[config.mk]
export PLATFORM = sky130hd
export DESIGN_NAME = lockstep_recovery_ctrl
export DESIGN_NICKNAME = d
export VERILOG_FILES = /design/src/rtl/lockstep_pkg.sv /design/src/rtl/lockstep_cmp.sv /design/src/rtl/lockstep_recovery_ctrl.sv
export SDC_FILE = /design/constraint.sdc
export NUM_CORES = 1
export LEC_CHECK = 0
export BUFFER_PORTS_ARGS = -buffer_cell sky130_fd_sc_hd__buf_4
export CAP_MARGIN = 25
export CORE_AREA = 2 2 136 138
export CTS_CLUSTER_DIAMETER = 50
export DETAILED_ROUTE_END_ITERATION = 10
export DIE_AREA = 0 0 138 140
export REMOVE_ABC_BUFFERS = 1
export SLEW_MARGIN = 40
export SYNTH_ARGS = -nofsm -noshare
export SYNTH_HDL_FRONTEND = slang
export SYNTH_SLANG_ARGS = --single-unit
[constraint.sdc]
create_clock -name clk_i -period 2.4 [get_ports clk_i]
set_input_delay 0.48 -clock clk_i [delete_from_list [all_inputs] [get_ports clk_i]]
set_output_delay 0.48 -clock clk_i [all_outputs]
set_load 0.02 [all_outputs]
[src/rtl/lockstep_pkg.sv]
// lockstep_pkg: shared types and defaults for the lockstep recovery controller
package lockstep_pkg;
    localparam int unsigned BUS_W            = 32;
    localparam int unsigned DRAIN_CYCLES_DEF = 2;
    localparam int unsigned MAX_ERRORS_DEF   = 10;
    typedef enum logic [2:0] {
        REC_RUN,
        REC_ERROR,
        REC_DRAIN,
        REC_RESTORE,
        REC_RESUME,
        REC_FATAL
    } rec_state_e;
    typedef struct packed {
        logic             instr_req;
        logic [BUS_W-1:0] instr_addr;
        logic             data_req;
        logic             data_we;
        logic [BUS_W-1:0] data_addr;
        logic [BUS_W-1:0] data_wdata;
    } core_bus_t;
endpackage

[src/rtl/lockstep_cmp.sv]
// lockstep_cmp: combinational divergence check between two core bus bundles
//   a_i, b_i    : bus bundles of core 0 and core 1
//   mismatch_o  : high when the visible bus behaviour differs
module lockstep_cmp
    import lockstep_pkg::*;
(
    input  core_bus_t a_i,
    input  core_bus_t b_i,
    output logic      mismatch_o
);
    logic both_i, both_d;
    assign both_i = a_i.instr_req & b_i.instr_req;
    assign both_d = a_i.data_req & b_i.data_req;
    // Address/data fields only matter when the qualifying request (and write) is active on both sides.
    assign mismatch_o = (a_i.instr_req != b_i.instr_req)
                      | (both_i & (a_i.instr_addr != b_i.instr_addr))
                      | (a_i.data_req != b_i.data_req)
                      | (both_d & ((a_i.data_we != b_i.data_we) | (a_i.data_addr != b_i.data_addr)))
                      | (both_d & a_i.data_we & b_i.data_we & (a_i.data_wdata != b_i.data_wdata));
endmodule

[src/rtl/lockstep_recovery_ctrl.sv]
// lockstep_recovery_ctrl: detects lockstep divergence, halts both cores, copies core 0's RF into core 1 and restores its PC
//   c0_*/c1_*        : core bus outputs under comparison, c0_pc_i is core 0's ID-stage PC
//   rf_raddr_o/rdata : asynchronous read port of core 0's register file
//   rf_we/waddr/wdata: write port of core 1's register file
//   pc_restore*      : PC load for core 1, halt_o stalls both cores
//   error_o/err_count_o/fatal_o/recovering_o : status
module lockstep_recovery_ctrl
    import lockstep_pkg::*;
#(
    parameter int unsigned DATA_W       = BUS_W,
    parameter int unsigned RF_ADDR_W    = 5,
    parameter int unsigned DRAIN_CYCLES = DRAIN_CYCLES_DEF,
    parameter int unsigned CNT_W        = 8,
    parameter int unsigned MAX_ERRORS   = MAX_ERRORS_DEF
) (
    input  logic                 clk_i,
    input  logic                 rst_ni,
    input  logic                 enable_i,
    input  logic                 c0_instr_req_i,
    input  logic                 c1_instr_req_i,
    input  logic [DATA_W-1:0]    c0_instr_addr_i,
    input  logic [DATA_W-1:0]    c1_instr_addr_i,
    input  logic                 c0_data_req_i,
    input  logic                 c1_data_req_i,
    input  logic                 c0_data_we_i,
    input  logic                 c1_data_we_i,
    input  logic [DATA_W-1:0]    c0_data_addr_i,
    input  logic [DATA_W-1:0]    c1_data_addr_i,
    input  logic [DATA_W-1:0]    c0_data_wdata_i,
    input  logic [DATA_W-1:0]    c1_data_wdata_i,
    input  logic [DATA_W-1:0]    c0_pc_i,
    output logic [RF_ADDR_W-1:0] rf_raddr_o,
    input  logic [DATA_W-1:0]    rf_rdata_i,
    output logic                 rf_we_o,
    output logic [RF_ADDR_W-1:0] rf_waddr_o,
    output logic [DATA_W-1:0]    rf_wdata_o,
    output logic [DATA_W-1:0]    pc_restore_o,
    output logic                 pc_restore_valid_o,
    output logic                 halt_o,
    output logic                 error_o,
    output logic                 recovering_o,
    output logic [CNT_W-1:0]     err_count_o,
    output logic                 fatal_o
);
    localparam int unsigned DC_W = $clog2(DRAIN_CYCLES + 1);
    rec_state_e          st_q;
    logic [DC_W-1:0]     drain_q;
    logic [RF_ADDR_W-1:0] idx_q;
    logic [CNT_W-1:0]    cnt_q, cnt_d;
    logic [DATA_W-1:0]   pc_q;
    logic                error_q;
    logic                mismatch;
    core_bus_t           c0_bus, c1_bus;

    assign c0_bus = '{instr_req: c0_instr_req_i, instr_addr: c0_instr_addr_i, data_req: c0_data_req_i,
                      data_we: c0_data_we_i, data_addr: c0_data_addr_i, data_wdata: c0_data_wdata_i};
    assign c1_bus = '{instr_req: c1_instr_req_i, instr_addr: c1_instr_addr_i, data_req: c1_data_req_i,
                      data_we: c1_data_we_i, data_addr: c1_data_addr_i, data_wdata: c1_data_wdata_i};

    lockstep_cmp u_cmp (
        .a_i        (c0_bus),
        .b_i        (c1_bus),
        .mismatch_o (mismatch)
    );

    assign cnt_d = &cnt_q ? cnt_q : cnt_q + 1'b1;

    always_ff @(posedge clk_i or negedge rst_ni) begin
        if (!rst_ni) begin
            st_q    <= REC_RUN;
            drain_q <= '0;
            idx_q   <= '0;
            cnt_q   <= '0;
            pc_q    <= '0;
            error_q <= 1'b0;
        end else begin
            case (st_q)
                REC_RUN: if (enable_i && mismatch) begin
                    pc_q    <= c0_pc_i;
                    cnt_q   <= cnt_d;
                    error_q <= 1'b1;
                    st_q    <= (cnt_d >= CNT_W'(MAX_ERRORS)) ? REC_FATAL : REC_ERROR;
                end
                REC_ERROR: begin
                    error_q <= 1'b0;
                    drain_q <= DC_W'(DRAIN_CYCLES);
                    st_q    <= REC_DRAIN;
                end
                REC_DRAIN: if (drain_q == DC_W'(1)) begin
                    idx_q <= RF_ADDR_W'(1);
                    st_q  <= REC_RESTORE;
                end else begin
                    drain_q <= drain_q - 1'b1;
                end
                // The index wraps back to 0 after the last register, so it idles at 0 outside RESTORE.
                REC_RESTORE: begin
                    idx_q <= idx_q + 1'b1;
                    if (&idx_q) st_q <= REC_RESUME;
                end
                REC_RESUME: st_q <= REC_RUN;
                REC_FATAL: error_q <= 1'b0;
                default: st_q <= REC_RUN;
            endcase
        end
    end

    assign recovering_o       = st_q != REC_RUN;
    assign halt_o             = recovering_o;
    assign rf_we_o            = st_q == REC_RESTORE;
    assign rf_raddr_o         = idx_q;
    assign rf_waddr_o         = idx_q;
    assign rf_wdata_o         = rf_we_o ? rf_rdata_i : '0;
    assign pc_restore_o       = pc_q;
    assign pc_restore_valid_o = st_q == REC_RESUME;
    assign error_o            = error_q;
    assign err_count_o        = cnt_q;
    assign fatal_o            = st_q == REC_FATAL;
endmodule

==> impl_metrics.prom, run 1 <==
# TYPE chip_impl_metric gauge
chip_impl_metric{name="clock_path_buffers",unit=""} 2
chip_impl_info{name="violations",value="setup timing"} 1
chip_impl_metric{name="area_inside_the_core_boundary",unit="mm^2"} 0.0178
chip_impl_metric{name="number_of_antenna_violations_at_the_first_check_in_global_routing",unit=""} 0
chip_impl_info{name="outcome",value="complete, but fails checks"} 1
chip_impl_info{name="cts-root-buf",value="sky130_fd_sc_hd__clkbuf_16"} 1
chip_impl_metric{name="max-slew-margin-rel",unit="%"} 53.8
chip_impl_metric{name="grt_overflow_total",unit=""} 0
chip_impl_metric{name="pre_cts_ws",unit="ns"} -0.545
chip_impl_metric{name="initial_core_util",unit="%"} 20.3
chip_impl_metric{name="maxSlewViolCount",unit=""} 0
chip_impl_info{name="cp-start-kind",value="input pin"} 1
chip_impl_metric{name="static-leakage-power",unit="nW"} 3.58
chip_impl_info{name="rsz0062_at_grt",value="true"} 1
chip_impl_metric{name="final.setup.tns",unit="ns"} -1.25
chip_impl_metric{name="count_of_standard_cell_rows",unit=""} 49
chip_impl_metric{name="clock_latency_on_the_worst_skew_pair",unit="ns"} 0.28
chip_impl_metric{name="max_slew.worst_pin.slew",unit="ns"} 0.686
chip_impl_metric{name="cts_made_buffers",unit=""} 5
chip_impl_info{name="netlist.top_cell.by_area",value="sky130_fd_sc_hd__dfrtp_1"} 1
chip_impl_metric{name="route.detailed.drc",unit=""} 0
chip_impl_metric{name="postSynthAreaPerCell",unit="um^2"} 10.1
chip_impl_metric{name="overall_fraction_of_global_route_tracks_in_use",unit="%"} 13.4
chip_impl_metric{name="reg2regPathDepth",unit=""} 8
chip_impl_metric{name="placedCellCount",unit=""} 936
chip_impl_info{name="cts_tree",value="built"} 1
chip_impl_metric{name="wirelength_per_cell",unit="um"} 14.9
chip_impl_metric{name="routed-via-count",unit=""} 3942
chip_impl_metric{name="yosys.cell_types.count",unit=""} 35
chip_impl_info{name="netlist_top_cells_area",value="sky130_fd_sc_hd__dfrtp_1 (35%), sky130_fd_sc_hd__xnor2_1 (13%), sky130_fd_sc_hd__xor2_1 (11%)"} 1
chip_impl_metric{name="pwr_density_cell",unit="mW/mm^2"} 827
chip_impl_metric{name="drtAntennaViolNets",unit=""} 0
chip_impl_info{name="max_layer_used",value="met4"} 1
chip_impl_metric{name="finalPower",unit="mW"} 5.83
chip_impl_metric{name="yosys_register_bits",unit=""} 51
chip_impl_info{name="worstSetupStartpoint",value="c1_data_wdata_i[9]"} 1
chip_impl_metric{name="cts.sinks",unit=""} 51
chip_impl_metric{name="synth_sequential_area_ratio",unit="%"} 35.3
chip_impl_metric{name="wl_met1",unit="um"} 5670
chip_impl_metric{name="starting_drc_count_in_detailed_routing",unit=""} 83
chip_impl_metric{name="reg2reg_setup_slack",unit="ns"} 0.17
chip_impl_metric{name="dieArea",unit="mm^2"} 0.0193
chip_impl_metric{name="drive_gt1_share",unit="%"} 59.2
chip_impl_metric{name="fin_worst_skew",unit="ns"} 0.00569
chip_impl_metric{name="max_freq",unit="MHz"} 407
chip_impl_metric{name="finalCritPeriodShare",unit="%"} 102
chip_impl_metric{name="timing.final.setup_violations",unit=""} 36
chip_impl_metric{name="via_per_inst",unit=""} 4.15
chip_impl_metric{name="yosysWarnings",unit=""} 0
chip_impl_metric{name="antenna_cells",unit=""} 0
chip_impl_metric{name="port_buffers",unit=""} 352
chip_impl_info{name="critical_path.reg2reg.startpoint",value="st_q[2]$_DFFE_PN0P_"} 1
chip_impl_metric{name="place_congestion",unit=""} 0.799
chip_impl_info{name="timing.hold.worst.class",value="input pin to async pin"} 1
chip_impl_metric{name="drt_pass_1_iters",unit=""} 4
chip_impl_info{name="crit_path_end_kind",value="register"} 1
chip_impl_metric{name="fill_cells",unit=""} 1759
chip_impl_metric{name="route.final.wire_length",unit="um"} 14200
chip_impl_metric{name="grt_first_pass_wirelength",unit="um"} 21000
chip_impl_metric{name="syn2layout_area_growth",unit="%"} 95.0
chip_impl_metric{name="floorplan.die.width",unit="um"} 138
chip_impl_metric{name="post_synthesis_cell_count",unit=""} 359
chip_impl_metric{name="setup_ws",unit="ns"} -0.0541
chip_impl_metric{name="grt_pass1_vias",unit=""} 3919
chip_impl_metric{name="cts.htree.levels",unit=""} 2
chip_impl_metric{name="max_cap_violations",unit=""} 0
chip_impl_metric{name="finalNonFillerCells",unit=""} 950
chip_impl_metric{name="clkSlewWorstSetupHoldPaths",unit="ns"} 0.07
chip_impl_metric{name="die_h",unit="um"} 140
chip_impl_metric{name="timing.final.crit_period",unit="ns"} 2.45
chip_impl_metric{name="route.met3.wl",unit="um"} 893
chip_impl_metric{name="net_count_of_the_finished_layout",unit=""} 991
chip_impl_metric{name="number_of_endpoints_with_negative_hold_slack_in_the_final_report",unit=""} 0
chip_impl_metric{name="cp_max_fo",unit=""} 7
chip_impl_metric{name="worstPathRequired",unit="ns"} 2.57
chip_impl_metric{name="fraction_of_synthesized_cell_area_taken_by_the_top_area_cell_type",unit="%"} 35.3
chip_impl_metric{name="synthesis.area",unit="mm^2"} 0.00361
chip_impl_metric{name="pin_count_of_the_biggest_net_entering_global_routing",unit=""} 52
chip_impl_metric{name="io_pins",unit=""} 353
chip_impl_metric{name="worst-endpoint-arrival",unit="ns"} 2.62
chip_impl_metric{name="max-vdd-ir-drop",unit="uV"} 481
chip_impl_metric{name="detailed_place_hpwl",unit="um"} 11700
chip_impl_metric{name="route.met2.wl",unit="um"} 7430
chip_impl_info{name="setup.worst_path.class",value="input pin to register"} 1
chip_impl_info{name="timing.rr.end",value="err_count_o[1]$_DFFE_PN0P_"} 1
## registers in the layout, indices dropped and copies added (netlist names)
| register | count |
|---|---|
| drain_q | 2 |
| pc_restore_o | 32 |
| err_count_o | 8 |
| rf_raddr_o | 5 |
| st_q | 3 |
| error_o | 1 |
## where the power goes
group          switching (mW)  leakage (nW)  total [mW]  internal (mW)
clock network           0.314        0.0900       0.911          0.597
registers               0.268         0.629        1.50           1.23
logic                    1.64          2.86        3.42           1.77
total                    2.23          3.58        5.83           3.60
## final cells by class
type	count	area, um^2	share of cell area (%)
flip-flops and latches	51	1280	18.1
inverters	7	26.3	0.373
well taps	229	287	4.07
clock inverters	3	67.6	0.959
multi-input cells	285	2380	33.8
clock buffers	5	125	1.78
repair buffers	370	2880	40.9
## worst max-delay path: stages
cell,delay [ns]
sky130_fd_sc_hd__buf_4,0.11
sky130_fd_sc_hd__xnor2_1,0.15
sky130_fd_sc_hd__nand4_1,0.13
sky130_fd_sc_hd__nor4_2,0.30
sky130_fd_sc_hd__buf_4,0.16
sky130_fd_sc_hd__a21oi_2,0.06
sky130_fd_sc_hd__o41a_1,0.49
sky130_fd_sc_hd__nor2_4,0.14
sky130_fd_sc_hd__buf_6,0.14
sky130_fd_sc_hd__buf_12,0.12
sky130_fd_sc_hd__nor2_1,0.05
sky130_fd_sc_hd__mux2_1,0.29
## routing by layer
metal / vias to the layer above / track usage, %
li1: 1962 / -
met1: 1790 / 15.9
met2: 176 / 25.0
met3: 14 / 2.94
met4: 0 / 2.58
met5: - / 0
## synthesized netlist by cell type
cell and number:
sky130_fd_sc_hd__xnor2_1 53, sky130_fd_sc_hd__dfrtp_1 51, sky130_fd_sc_hd__xor2_1 47, sky130_fd_sc_hd__and2_1 32, sky130_fd_sc_hd__mux2_2 26, sky130_fd_sc_hd__nand4_1 16, sky130_fd_sc_hd__nor4_1 14, sky130_fd_sc_hd__nor2_1 12
sky130_fd_sc_hd__nand2_1 11, sky130_fd_sc_hd__mux2_1 10, sky130_fd_sc_hd__o21ai_0 9, sky130_fd_sc_hd__a21oi_1 8, sky130_fd_sc_hd__and3_1 8, sky130_fd_sc_hd__buf_4 8, sky130_fd_sc_hd__inv_1 7, sky130_fd_sc_hd__nand3_1 7
sky130_fd_sc_hd__clkbuf_1 6, sky130_fd_sc_hd__ha_1 6, sky130_fd_sc_hd__nor3_1 5, sky130_fd_sc_hd__a22o_1 4, sky130_fd_sc_hd__a211oi_1 2, sky130_fd_sc_hd__buf_6 2, sky130_fd_sc_hd__nand2b_1 2, sky130_fd_sc_hd__o41a_1 2
sky130_fd_sc_hd__a211o_1 1, sky130_fd_sc_hd__a21o_1 1, sky130_fd_sc_hd__a22oi_1 1, sky130_fd_sc_hd__a2bb2oi_1 1, sky130_fd_sc_hd__mux2_4 1, sky130_fd_sc_hd__mux2i_1 1, sky130_fd_sc_hd__nor2_2 1, sky130_fd_sc_hd__nor2b_1 1
sky130_fd_sc_hd__o2111ai_1 1, sky130_fd_sc_hd__o22ai_1 1, sky130_fd_sc_hd__o32ai_1 1
## repair_timing
item                                    in CTS  in global routing
gates cloned                                 1                  2
resized for setup                           12                 30
endpoints found under the setup margin      40                 39
setup buffers                                3                  0
pin swaps                                    4                  5
hold buffers                                 0                  0
## worst max path at each step
stage | endpoint | slack (ns) | cells after the start
finish | err_count_o[7]$_DFFE_PN0P_ | -0.05 | 12
global route | err_count_o[7]$_DFFE_PN0P_ | -0.15 | 12
CTS | pc_restore_o[5]$_DFFE_PN0P_ | -0.08 | 11
detailed placement | err_count_o[7]$_DFFE_PN0P_ | -0.55 | 10
global placement | err_count_o[7]$_DFFE_PN0P_ | -0.54 | 10
floorplan | err_count_o[1]$_DFFE_PN0P_ | -0.78 | 8
## per-stage QoR
step                      hold WS [ns]  utilization (%)  instance area [um^2]
final                            0.225             39.6                  7040
after floorplan                  0.184                -                  3510
after detailed placement         0.483             36.9                  6560
after global routing             0.276             39.6                  7040
after CTS                        0.259             38.6                  6850
after global placement           0.477             36.9                  6560
## cells in the final DEF, fill, tap and decap left out, drive strengths merged, types with 4 or more instances in the layout
master,synthesis,final
o21ai,9,9
and3,8,8
xnor2,53,53
xor2,47,47
buf,10,368
nor2,13,13
a21oi,8,8
ha,6,6
mux2,37,37
dfrtp,51,51
nor4,14,14
a22o,4,4
and2,32,32
nand4,16,16
inv,7,7
nor3,5,5
nand2,11,11
clkbuf,6,7
nand3,7,7
## kinds of logic after synthesis
kind of cell             Yosys count  synth area share, %
adder cells (fa/ha/maj)            6                 2.08
buffers and inverters             23                 3.64
AND/OR/NAND/NOR                  109                 16.9
AO/OA/AOI/OAI                     32                 5.92
multiplexers                      38                 11.9
XOR/XNOR                         100                 24.2
flip-flops                        51                 35.3
No activity file was read; power rests on OpenSTA's default activity.
==> run 2, diff against run 1 <==
--- a/config.mk
+++ b/config.mk
@@ -7,10 +7,10 @@
 export LEC_CHECK = 0
 export BUFFER_PORTS_ARGS = -buffer_cell sky130_fd_sc_hd__buf_4
 export CAP_MARGIN = 25
-export CORE_AREA = 2 2 136 138
+export CORE_AREA = 2 2 139 141
 export CTS_CLUSTER_DIAMETER = 50
 export DETAILED_ROUTE_END_ITERATION = 10
-export DIE_AREA = 0 0 138 140
+export DIE_AREA = 0 0 141 143
 export REMOVE_ABC_BUFFERS = 1
 export SLEW_MARGIN = 40
 export SYNTH_ARGS = -nofsm -noshare
==> run 2 against run 1 <==
The run still ends with setup timing left. Register-to-register slack gained 0.07 ns. Clock power shrank 7.7%. Via count grew 2.0%. Global-route usage shrank 0.65 points. Largest power group unchanged. Worst setup slack gained 0.013 ns. Clock skew shrank 0.0015 ns. Critical path depth shrank 1. Sequential cell count is the same. Non-clock buffer count grew 5.
==> impl_metrics.prom, run 2 (same netlist as run 1, synthesis figures left out) <==
# TYPE chip_impl_metric gauge
chip_impl_metric{name="pre_cts_ws",unit="ns"} -0.473
chip_impl_metric{name="cts.htree.levels",unit=""} 2
chip_impl_metric{name="clock_path_buffers",unit=""} 2
chip_impl_info{name="most-common-layout-cells",value="sky130_fd_sc_hd__buf_4 (360), sky130_fd_sc_hd__dfrtp_1 (51), sky130_fd_sc_hd__xor2_1 (47), sky130_fd_sc_hd__xnor2_1 (41), sky130_fd_sc_hd__and2_1 (32)"} 1
chip_impl_metric{name="pwr_density_cell",unit="mW/mm^2"} 816
chip_impl_metric{name="clock_latency_on_the_worst_skew_pair",unit="ns"} 0.28
chip_impl_metric{name="cts_made_buffers",unit=""} 5
chip_impl_info{name="setup.worst_path.class",value="input pin to register"} 1
chip_impl_metric{name="grt_first_pass_wirelength",unit="um"} 20400
chip_impl_metric{name="pin_count_of_the_biggest_net_entering_global_routing",unit=""} 52
chip_impl_metric{name="finalCritPeriodShare",unit="%"} 102
chip_impl_info{name="critical_path.reg2reg.startpoint",value="st_q[2]$_DFFE_PN0P_"} 1
chip_impl_metric{name="reg2reg_setup_slack",unit="ns"} 0.24
chip_impl_info{name="rsz0062_at_grt",value="true"} 1
chip_impl_metric{name="max_freq",unit="MHz"} 410
chip_impl_metric{name="maxSlewViolCount",unit=""} 0
chip_impl_metric{name="worst-endpoint-arrival",unit="ns"} 2.61
chip_impl_metric{name="timing.final.crit_period",unit="ns"} 2.44
chip_impl_info{name="cp-start-kind",value="input pin"} 1
chip_impl_metric{name="number_of_endpoints_with_negative_hold_slack_in_the_final_report",unit=""} 0
chip_impl_metric{name="drive_gt1_share",unit="%"} 60.5
chip_impl_metric{name="via_per_inst",unit=""} 4.19
chip_impl_metric{name="wirelength_per_cell",unit="um"} 15.0
chip_impl_info{name="timing.rr.end",value="err_count_o[6]$_DFFE_PN0P_"} 1
chip_impl_metric{name="dieArea",unit="mm^2"} 0.0202
chip_impl_metric{name="fin_worst_skew",unit="ns"} 0.00420
chip_impl_metric{name="die_h",unit="um"} 143
chip_impl_metric{name="finalNonFillerCells",unit=""} 960
chip_impl_metric{name="finalPower",unit="mW"} 5.87
chip_impl_metric{name="max_cap_violations",unit=""} 0
chip_impl_metric{name="clockPowerShare",unit="%"} 14.3
chip_impl_metric{name="static-leakage-power",unit="nW"} 3.70
chip_impl_metric{name="timing.final.setup_violations",unit=""} 30
chip_impl_metric{name="floorplan.die.width",unit="um"} 141
chip_impl_metric{name="syn2layout_area_growth",unit="%"} 99.2
chip_impl_metric{name="io_pins",unit=""} 353
chip_impl_metric{name="max_slew.worst_pin.slew",unit="ns"} 0.707
chip_impl_metric{name="placedCellCount",unit=""} 944
chip_impl_metric{name="area_inside_the_core_boundary",unit="mm^2"} 0.0186
chip_impl_info{name="timing.hold.worst.class",value="input pin to async pin"} 1
chip_impl_info{name="cts-root-buf",value="sky130_fd_sc_hd__clkbuf_16"} 1
chip_impl_metric{name="switchingPower",unit="mW"} 2.25
chip_impl_metric{name="place_congestion",unit=""} 0.810
chip_impl_info{name="crit_path_end_kind",value="register"} 1
chip_impl_metric{name="route.final.wire_length",unit="um"} 14400
chip_impl_metric{name="worstPathRequired",unit="ns"} 2.57
chip_impl_metric{name="power.sequential.fraction",unit="%"} 25.5
chip_impl_metric{name="grt_pass1_vias",unit=""} 3873
chip_impl_metric{name="cp_max_fo",unit=""} 8
chip_impl_info{name="outcome",value="complete, but fails checks"} 1
chip_impl_metric{name="route.detailed.drc",unit=""} 0
chip_impl_metric{name="max-vdd-ir-drop",unit="uV"} 563
chip_impl_metric{name="overall_fraction_of_global_route_tracks_in_use",unit="%"} 12.8
chip_impl_metric{name="clkSlewWorstSetupHoldPaths",unit="ns"} 0.07
chip_impl_metric{name="drt_pass_1_iters",unit=""} 4
chip_impl_metric{name="cts.sinks",unit=""} 51
chip_impl_metric{name="setup_ws",unit="ns"} -0.0414
chip_impl_metric{name="port_buffers",unit=""} 352
chip_impl_metric{name="drtAntennaViolNets",unit=""} 0
chip_impl_metric{name="net_count_of_the_finished_layout",unit=""} 996
chip_impl_metric{name="count_of_standard_cell_rows",unit=""} 50
chip_impl_metric{name="final.setup.tns",unit="ns"} -0.337
chip_impl_info{name="violations",value="setup timing"} 1
chip_impl_info{name="final_common_cell",value="sky130_fd_sc_hd__buf_4"} 1
chip_impl_metric{name="reg2regPathDepth",unit=""} 8
chip_impl_metric{name="largest_register_ff_count",unit=""} 32
chip_impl_info{name="worstSetupStartpoint",value="c1_data_addr_i[13]"} 1
chip_impl_metric{name="switching_share_of_power",unit="%"} 38.4
chip_impl_info{name="cts_tree",value="built"} 1
chip_impl_metric{name="fill_cells",unit=""} 1874
chip_impl_metric{name="initial_core_util",unit="%"} 19.4
chip_impl_metric{name="routed-via-count",unit=""} 4019
chip_impl_metric{name="intPower",unit="mW"} 3.62
chip_impl_metric{name="comb_power_share",unit="%"} 60.2
chip_impl_metric{name="grt_overflow_total",unit=""} 0
chip_impl_metric{name="antenna_cells",unit=""} 0
chip_impl_metric{name="max-slew-margin-rel",unit="%"} 52.4
chip_impl_metric{name="detailed_place_hpwl",unit="um"} 11700
chip_impl_info{name="worst_setup_path_endpoint",value="err_count_o[7]$_DFFE_PN0P_"} 1
chip_impl_metric{name="number_of_antenna_violations_at_the_first_check_in_global_routing",unit=""} 0
chip_impl_metric{name="starting_drc_count_in_detailed_routing",unit=""} 93
run 2: changes by cell type in the layout (fill, tap and decap cells not counted), sizes merged:
cell	before	now
bufinv	2	1
buf	368	371
inv	7	8
clkbuf	7	10
clkinvlp	1	0
run 2: metrics by stage:
| step | area [um^2] | hold slack (ns) | utilization [%] |
|---|---|---|---|
| finish | 7200 | 0.227 | 38.7 |
| global route | 7200 | 0.272 | 38.7 |
| CTS | 6840 | 0.256 | 36.8 |
| detailed placement | 6600 | 0.483 | 35.5 |
| global placement | 6600 | 0.475 | 35.5 |
| floorplan | 3510 | 0.184 | - |
run 2: cell type report:
cell class | count | area (um^2) | area share (%)
inverters | 7 | 26.3 | 0.365
clock buffers | 6 | 139 | 1.93
flip-flops and latches | 51 | 1280 | 17.7
repair buffers | 375 | 2960 | 41.2
multi-input cells | 285 | 2460 | 34.2
well taps | 234 | 293 | 4.07
clock inverters | 2 | 38.8 | 0.539
run 2: worst min path at each step:
stage               slack, ns                   startpoint  cells past startpoint                           end
global placement         0.48  pc_restore_o[2]$_DFFE_PN0P_                      1   pc_restore_o[2]$_DFFE_PN0P_
global route             0.27                       rst_ni                      1  pc_restore_o[27]$_DFFE_PN0P_
detailed placement       0.48  pc_restore_o[2]$_DFFE_PN0P_                      1   pc_restore_o[2]$_DFFE_PN0P_
floorplan                0.18                       rst_ni                      0        drain_q[0]$_DFFE_PN0P_
CTS                      0.26                       rst_ni                      1  pc_restore_o[27]$_DFFE_PN0P_
finish                   0.23                       rst_ni                      1  pc_restore_o[27]$_DFFE_PN0P_
run 2: power groups by stage:
stage          Clock (mW)  Sequential (mW)  Combinational (mW)
2_1_floorplan           0             1.92                1.17
3_3_place_gp            0             1.48                3.22
3_5_place_dp            0             1.49                3.25
4_1_cts             0.867             1.48                3.28
5_1_grt             0.910             1.54                3.78
6_report            0.841             1.49                3.53
run 2: timing repair:
item | 4_1_cts | 5_1_grt
resized for setup | 10 | 48
buffers inserted | 1 | 1
setup endpoints to repair | 39 | 39
cloned | 0 | 6
pin swaps | 1 | 13
hold endpoints to repair | 0 | 0
hold buffers | 0 | 0
run 2: layer usage:
metal / routed length (um) / up-vias / part of all wire, % / global-route usage [%]
li1: - / 1973 / - / -
met1: 5740 / 1843 / 40 / 15.0
met2: 7320 / 191 / 51 / 23.6
met3: 1200 / 12 / 8.3 / 3.19
met4: 182 / 0 / 1.3 / 2.68
met5: 0 / - / 0 / 0
run 2: worst max-delay path: stages:
cell                      delay [ns]
sky130_fd_sc_hd__buf_4          0.11
sky130_fd_sc_hd__xnor2_1        0.15
sky130_fd_sc_hd__nand4_1        0.14
sky130_fd_sc_hd__nor4_2         0.26
sky130_fd_sc_hd__nand4_1        0.20
sky130_fd_sc_hd__o41a_1         0.48
sky130_fd_sc_hd__nor2_4         0.15
sky130_fd_sc_hd__buf_12         0.16
sky130_fd_sc_hd__buf_12         0.14
sky130_fd_sc_hd__nor2_2         0.05
sky130_fd_sc_hd__mux2_4         0.29
==> run 3, diff against run 2 <==
--- a/config.mk
+++ b/config.mk
@@ -11,6 +11,7 @@
 export CTS_CLUSTER_DIAMETER = 50
 export DETAILED_ROUTE_END_ITERATION = 10
 export DIE_AREA = 0 0 141 143
+export PLACE_DENSITY_LB_ADDON = 0.12
 export REMOVE_ABC_BUFFERS = 1
 export SLEW_MARGIN = 40
 export SYNTH_ARGS = -nofsm -noshare
==> run 3 against run 2 <==
Fmax increased by 0.50%. Worst setup slack improved by 0.012 ns. Non-clock buffer count is 9 lower. Final cell count fell by 0.94%. The flow still finishes with violations (setup timing).
==> impl_metrics.prom, run 3 (same netlist as run 1, synthesis figures left out) <==
# TYPE chip_impl_metric gauge
chip_impl_info{name="cts_tree",value="built"} 1
chip_impl_metric{name="regArea",unit="mm^2"} 0.00128
chip_impl_info{name="rsz0062_at_grt",value="true"} 1
chip_impl_metric{name="final.setup.tns",unit="ns"} -0.526
chip_impl_metric{name="max_slew.worst_pin.slew",unit="ns"} 0.675
chip_impl_info{name="cts-root-buf",value="sky130_fd_sc_hd__clkbuf_16"} 1
chip_impl_metric{name="syn2layout_area_growth",unit="%"} 91.9
chip_impl_metric{name="antenna_cells",unit=""} 0
chip_impl_metric{name="overall_fraction_of_global_route_tracks_in_use",unit="%"} 14.2
chip_impl_metric{name="route.detailed.drc",unit=""} 0
chip_impl_metric{name="cp_max_fo",unit=""} 24
chip_impl_metric{name="max-vdd-ir-drop",unit="uV"} 450
chip_impl_metric{name="worst-endpoint-arrival",unit="ns"} 2.60
chip_impl_metric{name="initial_core_util",unit="%"} 19.4
chip_impl_metric{name="timing.final.setup_violations",unit=""} 27
chip_impl_metric{name="net_count_of_the_finished_layout",unit=""} 987
chip_impl_metric{name="finalCritPeriodShare",unit="%"} 101
chip_impl_metric{name="wirelength_per_cell",unit="um"} 16.2
chip_impl_metric{name="reg2regPathDepth",unit=""} 8
chip_impl_metric{name="dieArea",unit="mm^2"} 0.0202
chip_impl_metric{name="routed-via-count",unit=""} 3988
chip_impl_metric{name="clock_path_buffers",unit=""} 2
chip_impl_metric{name="max_freq",unit="MHz"} 412
chip_impl_info{name="final_common_cell",value="sky130_fd_sc_hd__buf_4"} 1
chip_impl_metric{name="worstPathRequired",unit="ns"} 2.57
chip_impl_metric{name="static-leakage-power",unit="nW"} 3.48
chip_impl_metric{name="number_of_endpoints_with_negative_hold_slack_in_the_final_report",unit=""} 0
chip_impl_metric{name="drt_pass_1_iters",unit=""} 4
chip_impl_metric{name="largest_register_ff_count",unit=""} 32
chip_impl_metric{name="io_pins",unit=""} 353
chip_impl_metric{name="die_h",unit="um"} 143
chip_impl_metric{name="max_cap_violations",unit=""} 0
chip_impl_metric{name="place_congestion",unit=""} 0.859
chip_impl_metric{name="clkSlewWorstSetupHoldPaths",unit="ns"} 0.07
chip_impl_metric{name="cts_made_buffers",unit=""} 5
chip_impl_metric{name="port_buffers",unit=""} 352
chip_impl_metric{name="detailed_place_hpwl",unit="um"} 13000
chip_impl_metric{name="pwr_density_cell",unit="mW/mm^2"} 809
chip_impl_metric{name="grt_pass1_vias",unit=""} 4118
chip_impl_metric{name="max-slew-margin-rel",unit="%"} 54.6
chip_impl_metric{name="starting_drc_count_in_detailed_routing",unit=""} 91
chip_impl_info{name="crit_path_end_kind",value="register"} 1
chip_impl_metric{name="cts.htree.levels",unit=""} 2
chip_impl_metric{name="fill_cells",unit=""} 1920
chip_impl_info{name="violations",value="setup timing"} 1
chip_impl_metric{name="route.final.wire_length",unit="um"} 15400
chip_impl_info{name="outcome",value="complete, but fails checks"} 1
chip_impl_metric{name="cts.sinks",unit=""} 51
chip_impl_metric{name="grt_first_pass_wirelength",unit="um"} 22300
chip_impl_metric{name="floorplan.die.width",unit="um"} 141
chip_impl_metric{name="grt_overflow_total",unit=""} 0
chip_impl_metric{name="via_per_inst",unit=""} 4.19
chip_impl_metric{name="fin_worst_skew",unit="ns"} 0.00427
chip_impl_metric{name="pre_cts_ws",unit="ns"} -0.504
chip_impl_metric{name="multiInputGateArea",unit="mm^2"} 0.00236
chip_impl_metric{name="hold_buffers",unit=""} 0
chip_impl_metric{name="maxSlewViolCount",unit=""} 0
chip_impl_metric{name="drive_gt1_share",unit="%"} 58.7
chip_impl_metric{name="area_inside_the_core_boundary",unit="mm^2"} 0.0186
chip_impl_info{name="timing.hold.worst.class",value="input pin to async pin"} 1
chip_impl_metric{name="clock_latency_on_the_worst_skew_pair",unit="ns"} 0.29
chip_impl_metric{name="number_of_antenna_violations_at_the_first_check_in_global_routing",unit=""} 0
chip_impl_info{name="setup.worst_path.class",value="input pin to register"} 1
chip_impl_metric{name="count_of_standard_cell_rows",unit=""} 50
chip_impl_metric{name="pin_count_of_the_biggest_net_entering_global_routing",unit=""} 52
chip_impl_metric{name="setup_ws",unit="ns"} -0.0292
chip_impl_metric{name="timing.final.crit_period",unit="ns"} 2.43
chip_impl_metric{name="drtAntennaViolNets",unit=""} 0
chip_impl_info{name="most-common-layout-cells",value="sky130_fd_sc_hd__buf_4 (356), sky130_fd_sc_hd__dfrtp_1 (51), sky130_fd_sc_hd__xor2_1 (47), sky130_fd_sc_hd__xnor2_1 (44), sky130_fd_sc_hd__and2_1 (32)"} 1
chip_impl_info{name="cp-start-kind",value="input pin"} 1
## run 3: final cells by class
| type | count | area share, % |
|---|---|---|
| repair buffers | 366 | 40.4 |
| clock buffers | 6 | 2.00 |
| inverters | 7 | 0.379 |
| flip-flops and latches | 51 | 18.4 |
| well taps | 234 | 4.22 |
| clock inverters | 2 | 0.560 |
| multi-input cells | 285 | 34.0 |
## run 3: per-stage QoR
stage	instances	util, %	cell area, um^2	hold slack [ns]	total power, mW
detailed placement	941	35.3	6570	0.483	4.73
global route	951	37.3	6930	0.284	5.95
CTS	951	37.1	6890	0.258	5.68
floorplan	343	-	3510	0.184	3.10
finish	951	37.3	6930	0.226	5.61
global placement	941	35.3	6570	0.479	4.66
## run 3: timing repair
item,in CTS,in global routing
pin swaps,2,2
resized for setup,27,7
buffers inserted,2,0
setup endpoints to repair,40,40
## run 3: critical path, stage by stage
cell and delay, ns:
sky130_fd_sc_hd__buf_4 0.11, sky130_fd_sc_hd__xnor2_1 0.18, sky130_fd_sc_hd__nand4_1 0.17, sky130_fd_sc_hd__nor4_4 0.34, sky130_fd_sc_hd__a21oi_2 0.10, sky130_fd_sc_hd__o41a_1 0.48
sky130_fd_sc_hd__nor2_4 0.17, sky130_fd_sc_hd__buf_12 0.20, sky130_fd_sc_hd__mux2_2 0.35
## run 3: path summary, 6_finish.rpt
path | start | to | slack, ns
min reg2reg | pc_restore_o[31]$_DFFE_PN0P_ | pc_restore_o[31]$_DFFE_PN0P_ | 0.50
min in group clk_i | c0_pc_i[31] | pc_restore_o[31]$_DFFE_PN0P_ | 0.40
max | c1_data_wdata_i[16] | pc_restore_o[21]$_DFFE_PN0P_ | -0.03
max in group asynchronous | rst_ni | st_q[0]$_DFFE_PN0P_ | 1.71
max reg2reg | st_q[2]$_DFFE_PN0P_ | err_count_o[6]$_DFFE_PN0P_ | 0.29
min | rst_ni | pc_restore_o[8]$_DFFE_PN0P_ | 0.23
## run 3: routing by layer
metal	vias to the layer above	global-route usage, %	part of all wire [%]
met5	-	0	0
met4	0	2.11	0.73
met3	9	2.85	6.4
met2	169	28.8	56
met1	1857	15.4	37
li1	1953	-	-
## run 3: power by group
group | switching, mW | internal (mW)
Combinational | 1.62 | 1.64
Sequential | 0.263 | 1.23
Clock | 0.326 | 0.525
Total | 2.21 | 3.40
